## src/rtl/fifo_arb_pkg.sv

```systemverilog
// Shared types, constants and the round-robin pick function for the FIFO write arbiter.
package fifo_arb_pkg;

    typedef enum logic [0:0] {
        IDLE = 1'b0,
        BUSY = 1'b1
    } arb_state_t;

    localparam int PktCountWidth = 16;

    // Round-robin winner: first set bit of valid at or above ptr, wrapping modulo numReq.
    // Written for up to 8 requesters; callers zero-extend narrower vectors.
    // The request vector is rotated so that ptr lands on bit 0, the lowest set bit is
    // found, and the offset is added back to ptr modulo numReq.
    function automatic logic [2:0] rr_pick(
        input logic [7:0] valid,
        input logic [2:0] ptr,
        input logic [3:0] numReq
    );
        logic [7:0] rot;
        logic [3:0] idx;
        logic [3:0] first;
        logic [3:0] sum;
        rot   = 8'd0;
        first = 4'd0;
        for (int k = 0; k < 8; k++) begin
            idx = {1'b0, ptr} + 4'(k);
            if (idx >= numReq) begin
                idx = idx - numReq;
            end else begin
                idx = idx;
            end
            if (4'(k) < numReq) begin
                rot[k] = valid[idx[2:0]];
            end else begin
                rot[k] = 1'b0;
            end
        end
        for (int k = 7; k >= 0; k--) begin
            if (rot[k]) begin
                first = 4'(k);
            end else begin
                first = first;
            end
        end
        sum = {1'b0, ptr} + first;
        if (sum >= numReq) begin
            sum = sum - numReq;
        end else begin
            sum = sum;
        end
        return sum[2:0];
    endfunction

endpackage

```

## src/rtl/rr_priority_pick.sv

```systemverilog
// Combinational round-robin picker: rotate, priority-encode, un-rotate.
module rr_priority_pick
    import fifo_arb_pkg::*;
#(
    parameter int NumReq = 2,
    parameter int IdW    = (NumReq > 1) ? $clog2(NumReq) : 1
) (
    input  logic [NumReq-1:0] valid,
    input  logic [IdW-1:0]    ptr,
    output logic [IdW-1:0]    winner,
    output logic              anyValid
);

    logic [7:0] valid8_s;
    logic [2:0] ptr3_s;
    logic [2:0] pick3_s;

    assign valid8_s = 8'(valid);
    assign ptr3_s   = 3'(ptr);
    assign pick3_s  = rr_pick(valid8_s, ptr3_s, 4'(NumReq));
    assign winner   = IdW'(pick3_s);
    assign anyValid = |valid;

endmodule

```

## src/rtl/fifo_write_arbiter.sv

```systemverilog
// Packet-atomic round-robin arbiter sharing the fifo_top write port among NumReq producers.
// A grant is held from the first beat of a packet until its last beat is accepted.
module fifo_write_arbiter
    import fifo_arb_pkg::*;
#(
    parameter int DataWidth = 32,
    parameter int NumReq    = 2,
    localparam int IdW      = (NumReq > 1) ? $clog2(NumReq) : 1
) (
    input  logic                        clk,
    input  logic                        reset,
    input  logic [NumReq*DataWidth-1:0] reqData,
    input  logic [NumReq-1:0]           reqValid,
    input  logic [NumReq-1:0]           reqLast,
    output logic [NumReq-1:0]           reqReady,
    output logic                        writeReq,
    output logic [DataWidth-1:0]        writeData,
    output logic                        writeDataValid,
    output logic                        writeDataLast,
    input  logic                        writeDataReady,
    input  logic                        full,
    output logic                        grantValid,
    output logic [IdW-1:0]              grantId,
    output logic [PktCountWidth-1:0]    pktCount
);

    arb_state_t               state_r;
    arb_state_t               nextState_s;
    logic [IdW-1:0]           rrPtr_r;
    logic [IdW-1:0]           grantId_r;
    logic [PktCountWidth-1:0] pktCount_r;
    logic [IdW-1:0]           winner_s;
    logic                     anyValid_s;
    logic                     launch_s;
    logic                     done_s;

    rr_priority_pick #(
        .NumReq (NumReq),
        .IdW    (IdW)
    ) u_pick (
        .valid    (reqValid),
        .ptr      (rrPtr_r),
        .winner   (winner_s),
        .anyValid (anyValid_s)
    );

    // Next-state logic; grant only when FIFO is not full, release on accepted last beat.
    always_comb begin
        nextState_s = state_r;
        launch_s    = 1'b0;
        done_s      = 1'b0;
        case (state_r)
            IDLE: begin
                if (anyValid_s && !full) begin
                    nextState_s = BUSY;
                    launch_s    = 1'b1;
                end else begin
                    nextState_s = IDLE;
                end
            end
            BUSY: begin
                if (writeDataValid && writeDataReady && writeDataLast) begin
                    nextState_s = IDLE;
                    done_s      = 1'b1;
                end else begin
                    nextState_s = BUSY;
                end
            end
            default: begin
                nextState_s = IDLE;
            end
        endcase
    end

    // State, grant, round-robin pointer and packet counter registers.
    always_ff @(posedge clk) begin
        if (reset) begin
            state_r    <= IDLE;
            rrPtr_r    <= '0;
            grantId_r  <= '0;
            pktCount_r <= '0;
        end else begin
            state_r <= nextState_s;
            if (launch_s) begin
                grantId_r <= winner_s;
            end else if (done_s) begin
                grantId_r <= '0;
            end else begin
                grantId_r <= grantId_r;
            end
            if (done_s) begin
                if (grantId_r == IdW'(NumReq - 1)) begin
                    rrPtr_r <= '0;
                end else begin
                    rrPtr_r <= grantId_r + IdW'(1);
                end
                pktCount_r <= pktCount_r + PktCountWidth'(1);
            end else begin
                rrPtr_r    <= rrPtr_r;
                pktCount_r <= pktCount_r;
            end
        end
    end

    // Combinational data path: forward the granted producer, everything zero when idle.
    always_comb begin
        writeData      = '0;
        writeDataValid = 1'b0;
        writeDataLast  = 1'b0;
        reqReady       = '0;
        if (state_r == BUSY) begin
            writeData           = reqData[int'(grantId_r)*DataWidth +: DataWidth];
            writeDataValid      = reqValid[grantId_r];
            writeDataLast       = reqLast[grantId_r];
            reqReady[grantId_r] = writeDataReady;
        end else begin
            writeData      = '0;
            writeDataValid = 1'b0;
            writeDataLast  = 1'b0;
            reqReady       = '0;
        end
    end

    assign writeReq   = (state_r == BUSY);
    assign grantValid = (state_r == BUSY);
    assign grantId    = grantId_r;
    assign pktCount   = pktCount_r;

endmodule

```

## config.mk

```make
export PLATFORM = sky130hd
export DESIGN_NAME = fifo_write_arbiter
export DESIGN_NICKNAME = d
export VERILOG_FILES = /design/src/rtl/fifo_arb_pkg.sv /design/src/rtl/rr_priority_pick.sv /design/src/rtl/fifo_write_arbiter.sv
export SDC_FILE = /design/constraint.sdc
export NUM_CORES = 1
export LEC_CHECK = 0
export BUFFER_PORTS_ARGS = -buffer_cell sky130_fd_sc_hd__clkbuf_2
export CORE_UTILIZATION = 30
export CTS_CLUSTER_DIAMETER = 200
export DETAILED_ROUTE_END_ITERATION = 12
export SETUP_SLACK_MARGIN = 0.2
export SYNTH_ARGS = -nofsm -noshare
export SYNTH_HDL_FRONTEND = slang
export SYNTH_SLANG_ARGS = --single-unit
export TNS_END_PERCENT = 5
```

## constraint.sdc

```tcl
create_clock -name clk -period 2.2 [get_ports clk]
set_input_delay 0.11 -clock clk [delete_from_list [all_inputs] [get_ports clk]]
set_output_delay 0.11 -clock clk [all_outputs]
set_load 0.03 [all_outputs]
```

---- Word level (Yosys, flattened, before mapping) ----
Index checks and enable logic that the tools add are counted.
storage, ports and cells
  output and inout bits ................... 55
  input port bits ......................... 72
  flip-flop bits (word level) ............. 19
operators by class
  multiplexer cells ....................... 28
  reductions and logical operators ........ 7
  add/subtract/negate cells ............... 7
  bitwise gates (word level) .............. 2
  $lt $le $gt $ge ......................... 7
  shift-type cells ........................ 1
operators with widths
  operator                 number
  $shiftx A64 B7 Y32       1
  $mux W32                 1
  $mux W1                  20
  $add A16 B1 Y16 const B  1
  $lt A3 B4 Y1 const B     2
  $bmux W1 S3              2
  $mux W3                  2
  $ge A4 B2 Y1 const B     1
  $logic_and A1 B1 Y1      4
  $sub A1 B2 Y3 const B    1
  $sub A3 B2 Y3 const B    1
  $add A1 B1 Y2            1
  $add A1 B1 Y2 const B    1
  $and A2 B2 Y2            1
  $ge A1 B2 Y1 const B     1
  $ge A2 B2 Y1 const B     1
  $lt A1 B2 Y1 const B     1
  $mux W2                  1
  $pmux W1 S2              1
  $reduce_bool A2 Y1       1
  $reduce_or A2 Y1         1
  $add A1 B1 Y1 const B    1
  $demux W1 S1             1
  $ge A1 B1 Y1 const B     1
  3 further kinds          3

---- Longest topological paths before layout ----
Gate-level depths: netlist of run 1.
  depth in word-level cells ............... 11
  gate-level depth with buffers ........... 6

---- By module ----
A second synthesis of run 1 with hierarchy kept.
unflattened totals
  cells, all modules ...................... 193
  area total of the unflattened synthesis .. 1582.8 um^2
modules (own cells, without submodules)
  module              cells each  area each (um^2)  instances
  fifo_write_arbiter  190         1561.5            1
  rr_priority_pick    3           21.3              1

---- Worst setup path after synthesis of run 1 ----
OpenSTA, ideal clock, no wires.
  path type ............................... flip-flop to output port
  start ................................... register grantId_r (netlist: grantId)
  end ..................................... output port writeData[24]
  arrival ................................. 1.903 ns
  slack ................................... 0.187 ns
  data required time ...................... 2.090 ns
  cell stages (with the launch flop) ...... 6
  buffers on the path ..................... 3
  cell sequence ........................... dfxtp_1 > buf_2 > buf_2 > buf_1 > mux2i_1 > nor2b_1
on the way
  longest elaborated chain between the ends .. 2
RTL lines
  what                      line                       RTL
  start: declaration        fifo_write_arbiter.sv:30   logic [IdW-1:0] grantId_r;
  start signal: assignment  fifo_write_arbiter.sv:85   grantId_r <= winner_s;
  start signal: assignment  fifo_write_arbiter.sv:89   grantId_r <= grantId_r;
  $shiftx A64 B7 Y32        fifo_write_arbiter.sv:112  writeData = reqData[int'(grantId_r)*DataWidth +: DataWidth];
  $mux W32                  fifo_write_arbiter.sv:111  if (state_r == BUSY) begin
  end: declaration          fifo_write_arbiter.sv:17   output logic [DataWidth-1:0] writeData,
Every way passes these cells.

---- Worst setup path in the final report of run 1 ----
  start ................................... register pktCount_r[0] (netlist: pktCount[0])
  end ..................................... register pktCount_r[14] (netlist: pktCount[14])
on the way
  longest elaborated chain between the ends .. 1
RTL lines
  what                      line                       RTL
  start: declaration        fifo_write_arbiter.sv:31   logic [PktCountWidth-1:0] pktCount_r;
  start signal: assignment  fifo_write_arbiter.sv:97   pktCount_r <= pktCount_r + PktCountWidth'(1);
  start signal: assignment  fifo_write_arbiter.sv:100  pktCount_r <= pktCount_r;
  $add A16 B1 Y16           fifo_write_arbiter.sv:97
Every way passes these cells.
A chain may end at the register's enable or synchronous reset.

==> flow_metrics.tcl, run 1 <==
set metrics [dict create \
    syn-num-nets 257 \
    rsz0062_at_grt "no" \
    coreArea_um2 4817 \
    syn_area_per_cell_um2 8.303 \
    tritoncts "built" \
    clk-insertion-delay-late_ps 250 \
    criticalPathCategory "reg2reg" \
    hold_violations 0 \
    r2r_slack_ps 390 \
    totalWireLength_um 4638 \
    worstSetupEndpoint "pktCount[14]" \
    cts_buffers 3 \
    fin_tns_setup_ps 0 \
    leakage_nw 1.058 \
    wl_per_cell_um 12.54 \
    async_reset_ff_share_pct 0 \
    period_needed_ps 1807 \
    cp-start-kind "register" \
    ys_seq_area_share_pct 24.90 \
    fin_nets 377 \
    setup_viol 0 \
    cp.depth 5 \
    holdCritPathClass "in2reg" \
    ys_top_cells_by_count "mux2i_1, nor2b_1, dfxtp_1" \
    vias 1734 \
    post_cts_resized 0 \
    critical-path-slowest-cell "or4_1" \
    grt_first_pass_wirelength_um 6624 \
    p_total_mw 0.9082 \
    die-area_um2 5382 \
    reg2reg_to "pktCount[14]" \
    antenna_found_initial 0 \
    tightest_slew_ps 408.6 \
    drc_errors 0 \
    ios 127 \
    final_layout_size_suffix_gt1_share_pct 44.88 \
    ir_drop_v 0.0002135 \
    dp_slack_ps 418.4 \
    yosysWarningCount 0 \
    die_w_um 73.36 \
    cp.required_ps 2380 \
    rr_worst_depth 5 \
    critPathBufInv 0 \
    grt_max_degree 42 \
    worstPathCellList "ha_1, and3_1, nand3_1, or4_1, a21oi_1" \
    syn_area_um2 1528 \
    drt_iter0_drc 37 \
    maxCapViolations 0 \
    cts_setup_buffers 0 \
    rows 25 \
    power_density_nw_per_um2 403.7 \
    critPathMaxFanout 10 \
    htreeDepth 1 \
    clock_path_buffers 2 \
    via_per_inst 4.686 \
    synth.distinct_cells 31 \
    critPathTopFamily "simple AND/OR/NAND/NOR gates" \
    relSlewSlack_pct 72.76 \
    cts_root_buffer "clkbuf_8" \
    die_h_um 73.36 \
    firstDrtPassIters 4 \
    worst_setup_path_end_kind "register" \
    ctsHoldBuffers 0 \
    synth_cells 184 \
    cp.arrival_ps 1990 \
    antenna_left 0 \
    final.setup_skew_ps 1.992 \
    period_share_pct 82.14 \
    timing.fmax_mhz 553.4 \
    cpPeakStageDelay_ps 540 \
    dp_hpwl_um 3646 \
    start_util_pct 31.71 \
    ys_seq_elements 19 \
    cts_sinks 19 \
    synth-edff-count 0 \
    antenna_cells 0 \
    ys.flop_type "dfxtp_1" \
    worstSetupStartpoint "pktCount[0]" \
    path_clk_slew_ps 70 \
    track_usage_pct 15.66 \
    port-buffer-count 126 \
    synthTopCellsByArea "dfxtp_1, mux2i_1, nor2b_1" \
    grt_overflow 0 \
    layout_setup_ws_ps 392.9 \
    area_delta_synth_final_pct 47.26 \
    r2r_start "pktCount[0]" \
    gp_congestion 0.6996 \
    grt_pass1_vias 1506 \
    post-synth-top-area-fraction_pct 24.90 \
    synth_largest_area_cell "dfxtp_1" \
    drv_slew 0 \
    status "completed" \
]
-- power breakdown --
group | leakage [nW] | switching [mW] | internal (mW)
Clock | 0.0228 | 0.113 | 0.129
Combinational | 0.882 | 0.187 | 0.130
Sequential | 0.154 | 0.00218 | 0.347
Total | 1.06 | 0.302 | 0.606
-- sequential cells by signal (all words and copies together), names as in the netlist --
| register | flops |
|---|---|
| rrPtr_r | 1 |
| pktCount | 16 |
| grantValid | 1 |
| grantId | 1 |
-- worst min path at each step --
stage	startpoint	endpoint	slack, ps	cells past startpoint
global placement	full	grantId	410	4
floorplan	reqValid[1]	grantId	260	2
detailed placement	full	grantId	400	4
CTS	full	grantId	130	4
global route	full	grantId	150	4
finish	full	grantId	130	4
-- layer usage --
layer  up-vias  routed length (µm)  track usage, %
met4         0                   8           3.846
met3         2                 218           3.841
met1       785                2008           19.92
met5         -                   0               0
met2        47                2402           26.54
li1        900                   -               -
-- cells by family (layout without fill, tap and decap cells) --
| kind of cell | Yosys count | in the layout | share of synthesized area (%) |
|---|---|---|---|
| XOR/XNOR | 4 | 4 | 2.294 |
| buffers and inverters | 17 | 136 | 5.160 |
| multiplexers | 36 | 36 | 23.67 |
| adder cells (fa/ha/maj) | 1 | 1 | 0.8189 |
| flip-flops | 19 | 19 | 24.90 |
| AO/OA/AOI/OAI | 29 | 29 | 12.20 |
| AND/OR/NAND/NOR | 78 | 78 | 30.96 |
-- layout make-up --
| type | instances | area, µm² |
|---|---|---|
| Tap cell | 67 | 83.83 |
| Timing Repair Buffer | 129 | 656.9 |
| Multi-Input combinational cell | 148 | 1071 |
| Fill cell | 512 | 2567 |
| Clock buffer | 4 | 45.04 |
| Sequential cell | 19 | 381.6 |
| Inverter | 3 | 11.26 |
-- per-stage QoR --
| step | area (µm²) | utilization (%) | hold WS (ps) | instances |
|---|---|---|---|---|
| final | 2250 | 46.70 | 132.6 | 370 |
| after global routing | 2250 | 46.70 | 148.5 | 370 |
| after floorplan | 1530 | - | 257.7 | 184 |
| after CTS | 2246 | 46.62 | 127.1 | 370 |
| after detailed placement | 2201 | 45.69 | 401.1 | 366 |
| after global placement | 2201 | 45.69 | 405.9 | 366 |
-- worst reg2reg max path, cell delays in order, from the launching register on --
cell     delay, ps
dfxtp_1        390
ha_1           200
and3_1         180
nand3_1        270
or4_1          540
a21oi_1        160
-- cells in the final DEF, fill, tap and decap left out --
cell / n
o21ai_0: 3
clkbuf_8: 3
a211oi_1: 1
inv_1: 3
or4_1: 8
and4_1: 1
mux2_2: 1
nor2b_2: 1
or3_1: 3
clkbuf_2: 126
mux2i_1: 35
nand4_1: 2
and3_1: 5
a211o_1: 1
dfxtp_2: 1
nor2b_1: 34
nand2b_1: 1
o31ai_1: 8
xnor2_1: 3
nand3b_4: 1
and3b_1: 1
nand2_1: 6
nor2_1: 8
a21o_1: 1
a21oi_1: 13
xor2_1: 1
ha_1: 1
o2111a_1: 2
buf_6: 1
nand3_1: 7
buf_4: 2
dfxtp_1: 18
clkbuf_1: 1
No activity file was read; power rests on OpenSTA's default activity.
==> run 2, diff against run 1 <==
--- a/config.mk
+++ b/config.mk
@@ -9,6 +9,7 @@
 export CORE_UTILIZATION = 30
 export CTS_CLUSTER_DIAMETER = 200
 export DETAILED_ROUTE_END_ITERATION = 12
+export PLACE_DENSITY = 0.67
 export SETUP_SLACK_MARGIN = 0.2
 export SYNTH_ARGS = -nofsm -noshare
 export SYNTH_HDL_FRONTEND = slang
==> constraint.sdc (replaced) <==
create_clock -name clk -period 1.55 [get_ports clk]
set_input_delay 0.0775 -clock clk [delete_from_list [all_inputs] [get_ports clk]]
set_output_delay 0.0775 -clock clk [all_outputs]
set_load 0.03 [all_outputs]
==> run 2 against run 1 <==
The flow now finishes with violations (negative setup slack). Sequential power up 42%. Cell area is 17% higher. Critical path depth shrank 1. First-iteration DRC count is 32% higher. Highest routed layer unchanged.
==> flow_metrics.tcl, run 2 (synthesis results as in run 1) <==
set metrics [dict create \
    drv_slew 0 \
    cpPeakStageDelay_ps 530 \
    worstPathCellList "nand3b_4, a211o_4, or4_4, a21oi_2" \
    antenna_left 0 \
    grt_first_pass_wirelength_um 7258 \
    use_met3_pct 3.018 \
    drt_iter0_drc 49 \
    coreArea_um2 4817 \
    grt_pass1_vias 1672 \
    grt_overflow 0 \
    worst_setup_path_end_kind "register" \
    tritoncts "built" \
    antenna_found_initial 0 \
    track_usage_pct 16.80 \
    groute.layer.met1.usage_pct 21.30 \
    cp-start-kind "register" \
    cp.arrival_ps 1820 \
    holdCritPathClass "in2reg" \
    final_layout_size_suffix_gt1_share_pct 58.91 \
    cts_root_buffer "clkbuf_8" \
    area_delta_synth_final_pct 71.66 \
    gp_congestion 0.7805 \
    largest_register_ffs 16 \
    htreeDepth 1 \
    criticalPathCategory "reg2reg" \
    via_per_inst 4.698 \
    status "finished with violations" \
    port-buffer-count 126 \
    layout_setup_ws_ps -78.18 \
    tightest_slew_ps 318.8 \
    critPathMaxFanout 6 \
    die_h_um 73.36 \
    dp_slack_ps -91.08 \
    cp.required_ps 1740 \
    ir_drop_v 0.0006237 \
    dp_hpwl_um 3858 \
    period_needed_ps 1628 \
    path_clk_slew_ps 70 \
    firstDrtPassIters 4 \
    wl_per_cell_um 12.81 \
    clk-insertion-delay-late_ps 250 \
    rsz0062_at_grt "yes" \
    ios 127 \
    fin_tns_setup_ps -154.0 \
    timing.fmax_mhz 614.2 \
    critical-path-slowest-cell "or4_4" \
    ff_latch_area_um2 394.1 \
    globalRoute.busiestLayer "met2" \
    leakage_nw 1.215 \
    cts_sinks 19 \
    layout_commonest_cell "clkbuf_2" \
    clock_path_buffers 2 \
    maxCapViolations 0 \
    fill_cells 473 \
    gr-usage-met2_pct 29.53 \
    cts_setup_buffers 0 \
    antenna_cells 0 \
    totalWireLength_um 5098 \
    rows 25 \
    vias 1870 \
    die_w_um 73.36 \
    final_cell_mix "clkbuf_2, mux2i_1, nor2b_1, buf_4, dfxtp_1" \
    hold_violations 0 \
    fin_nets 405 \
    setup_viol 4 \
    relSlewSlack_pct 78.57 \
    final.setup_skew_ps 1.422 \
    utilization_pct 54.44 \
    power_density_nw_per_um2 507.7 \
    die-area_um2 5382 \
    ctsHoldBuffers 0 \
    start_util_pct 31.71 \
    cts_buffers 3 \
    grt_max_degree 41 \
    violations "negative setup slack" \
    drc_errors 0 \
    period_share_pct 105.0 \
    multiInputGateArea_um2 1194 \
]
## run 2: cell count changes in the layout (fill, tap and decap cells not counted), moves of 3 or more
cell      before  now
buf_4          2   26
dfxtp_1       18   10
dfxtp_2        1    8
nor2b_1       34   28
nor2b_2        1    7
a21oi_1       13    8
a21oi_2        0    5
clkbuf_2     126  123
nand3_1        7    4
or4_1          8    5
or4_4          0    3
## run 2: cell type report
| cell class | instances | area share (%) |
|---|---|---|
| clock buffers | 4 | 1.718 |
| well taps | 67 | 3.197 |
| inverters | 3 | 0.4294 |
| repair buffers | 156 | 34.11 |
| flip-flops and latches | 19 | 15.03 |
| multi-input cells | 149 | 45.52 |
## run 2: worst paths after layout
check | slack, ps | depth (start not counted) | end | start
hold / removal | 80 | 2 | grantValid | reset
setup reg to reg | -80 | 4 | pktCount[12] | grantId
hold reg to reg | 450 | 2 | rrPtr_r | rrPtr_r
setup / recovery | -80 | 4 | pktCount[12] | grantId
## run 2: where the power goes
part | total (mW) | switching [mW] | leakage (nW) | internal (mW)
Clock | 0.346 | 0.163 | 0.0228 | 0.183
Sequential | 0.496 | 0.00413 | 0.158 | 0.492
Combinational | 0.489 | 0.278 | 1.03 | 0.211
Total | 1.33 | 0.445 | 1.21 | 0.886
## run 2: metrics by stage
| step | instances | instance area [µm²] | power, mW | hold WS, ps |
|---|---|---|---|---|
| global route | 398 | 2623 | 1.399 | 85.30 |
| detailed placement | 393 | 2429 | 0.9823 | 352.5 |
| floorplan | 184 | 1567 | 0.7992 | 214.7 |
| global placement | 393 | 2429 | 0.9763 | 354.9 |
| finish | 398 | 2623 | 1.331 | 83.77 |
| CTS | 398 | 2547 | 1.341 | 76.66 |
## run 2: critical path: cells and delay by family (launching register included)
| kind | cells | cell delay, ps |
|---|---|---|
| flops | 1 | 360 |
| compound gates | 2 | 500 |
| simple gates | 2 | 700 |
## run 2: what timing repair did
item / in CTS / in global routing
endpoints found under the setup margin: 48 / 50
pin swaps: 13 / 3
resized for setup: 13 / 24
cloned: 1 / 0
## run 2: metal layers
layer	vias up	part of all wire (%)	wire length (µm)
met4	0	0.61	31
met5	-	0	0
met1	857	43	2206
met2	52	52	2646
met3	2	4.2	213
li1	959	-	-
==> run 3, diff against run 2 <==
--- a/config.mk
+++ b/config.mk
@@ -6,10 +6,9 @@
 export NUM_CORES = 1
 export LEC_CHECK = 0
 export BUFFER_PORTS_ARGS = -buffer_cell sky130_fd_sc_hd__clkbuf_2
-export CORE_UTILIZATION = 30
+export CORE_UTILIZATION = 28
 export CTS_CLUSTER_DIAMETER = 200
 export DETAILED_ROUTE_END_ITERATION = 12
-export PLACE_DENSITY = 0.67
 export SETUP_SLACK_MARGIN = 0.2
 export SYNTH_ARGS = -nofsm -noshare
 export SYNTH_HDL_FRONTEND = slang
==> run 3 against run 2 <==
The flow still finishes with violations (negative setup slack). Via count up 2.1%. Sequential power barely moved. First-iteration DRC count is 4.1% higher. Fmax is 4.1% higher. Routed wire length is 0.57% lower. Flip-flop and latch count unchanged. Core utilization down 4.3 points. Worst setup slack better by 64 ps. Critical path depth is 1 higher. Cell count increased by 0.50%. Combinational power rose by 1%.
==> flow_metrics.tcl, run 3 (synthesis results as in run 1) <==
set metrics [dict create \
    drv_slew 0 \
    cts_sinks 19 \
    port-buffer-count 126 \
    final.setup_skew_ps 5.900 \
    pwr-share-seq_pct 36.7 \
    ir_drop_v 0.0004360 \
    firstDrtPassIters 4 \
    cp-start-kind "register" \
    r2r_start "grantId" \
    drt_iter0_drc 51 \
    critPathMaxFanout 6 \
    switching_share_pct 34.20 \
    totalWireLength_um 5069 \
    cp.arrival_ps 1750 \
    violations "negative setup slack" \
    vias 1909 \
    min_from "reset" \
    rows 26 \
    start_util_pct 29.54 \
    whs_path_depth 2 \
    cts_buffers 3 \
    track_usage_pct 16.19 \
    period_share_pct 100.9 \
    rr_worst_depth 5 \
    area_delta_synth_final_pct 69.86 \
    coreArea_um2 5172 \
    fin_nets 404 \
    power.switching_mw 0.4615 \
    clock_path_buffers 2 \
    drc_errors 0 \
    hold_violations 0 \
    cts_root_buffer "clkbuf_8" \
    clk-insertion-delay-late_ps 260 \
    rsz0062_at_grt "yes" \
    power_density_nw_per_um2 520.0 \
    layout_commonest_cell "clkbuf_2" \
    grt_first_pass_wirelength_um 7113 \
    die-area_um2 5756 \
    dp_hpwl_um 4011 \
    path_clk_slew_ps 80 \
    p_int_mw 0.8880 \
    gp_congestion 0.7912 \
    grt_overflow 0 \
    setup_viol 4 \
    relSlewSlack_pct 80.78 \
    via_per_inst 4.773 \
    whs_ps 67.10 \
    design_area_um2 2595 \
    leakage_nw 1.193 \
    layout_setup_ws_ps -14.63 \
    final_layout_size_suffix_gt1_share_pct 56.97 \
    largest_register_ffs 16 \
    placed_area_um2 2417 \
    period_needed_ps 1565 \
    antenna_found_initial 0 \
    reg2reg_to "pktCount[8]" \
    antenna_cells 0 \
    criticalPathCategory "reg2reg" \
    grt_max_degree 26 \
    p_comb_share_pct 36.6 \
    timing.fmax_mhz 639.1 \
    tritoncts "built" \
    status "finished with violations" \
    r2r_slack_ps -10 \
    htreeDepth 1 \
    maxCapViolations 0 \
    die_w_um 75.87 \
    die_h_um 75.87 \
    final_cell_mix "clkbuf_2, mux2i_1, nor2b_1, buf_4, a21oi_1" \
    ios 127 \
    worst_setup_path_end_kind "register" \
    wl_per_cell_um 12.67 \
    pwr-share-clk_pct 26.6 \
    tightest_slew_ps 286.5 \
    holdCritPathClass "in2reg" \
    grt_pass1_vias 1587 \
    cp.required_ps 1740 \
    antenna_left 0 \
    worstHoldEndpoint "grantValid" \
]
## run 3: cell types whose count changed in the layout (fill, tap and decap cells not counted), sizes merged
cell  delta
buf      -1
## run 3: layout make-up
type,instances,area [µm²]
Fill cell,532,2577
Multi-Input combinational cell,149,1161
Timing Repair Buffer,155,894.6
Sequential cell,19,395.4
Tap cell,70,87.58
Clock buffer,4,45.04
Inverter,3,11.26
## run 3: how the worst max path moves through the flow
stage | slack (ps) | start | to | cells past startpoint
4_1_cts | -30 | grantId | pktCount[11] | 4
5_1_grt | -80 | grantId | pktCount[8] | 5
6_report | -10 | grantId | pktCount[8] | 5
3_3_place_gp | -50 | grantId | pktCount[15] | 4
3_5_place_dp | -70 | grantId | pktCount[13] | 4
2_1_floorplan | -160 | grantId | pktCount[10] | 6
## run 3: critical path, cell delays in order (launching register included)
cell and delay [ps]:
dfxtp_4 370, nand3b_4 170, buf_4 150, a21o_1 180, or4_1 500, a21oi_1 130
## run 3: power groups by stage
stage | Sequential [mW] | Clock [mW] | Combinational, mW
floorplan | 0.517 | 0 | 0.283
global placement | 0.507 | 0 | 0.474
detailed placement | 0.507 | 0 | 0.479
CTS | 0.497 | 0.368 | 0.497
global route | 0.496 | 0.392 | 0.542
finish | 0.495 | 0.360 | 0.494
## run 3: per-stage QoR
| stage | TNS [ps] | utilization [%] | cells | setup WS (ps) | power (mW) |
|---|---|---|---|---|---|
| global route | -1146 | 50.17 | 400 | -79.75 | 1.429 |
| global placement | -212.2 | 46.73 | 394 | -45.35 | 0.9806 |
| detailed placement | -388.0 | 46.73 | 394 | -72.62 | 0.9863 |
| floorplan | -2551 | - | 184 | -162.5 | 0.7992 |
| CTS | -80.57 | 49.85 | 400 | -28.09 | 1.362 |
| finish | -39.05 | 50.17 | 400 | -14.63 | 1.350 |
## run 3: repair_timing
item | 4_1_cts | 5_1_grt
resized for setup | 23 | 8
setup endpoints to repair | 48 | 54
setup buffers | 1 | 0
hold buffers | 0 | 0
pin swaps | 18 | 3
endpoints found under the hold margin | 0 | 0
gates cloned | 1 | 0
## run 3: layer usage
layer  GRT usage [%]  vias to the layer above  wire [µm]
li1                -                      961          -
met1           19.54                      875       2076
met2           29.40                       69       2627
met3           1.984                        4        323
met4           5.556                        0         42
met5               0                        -          0
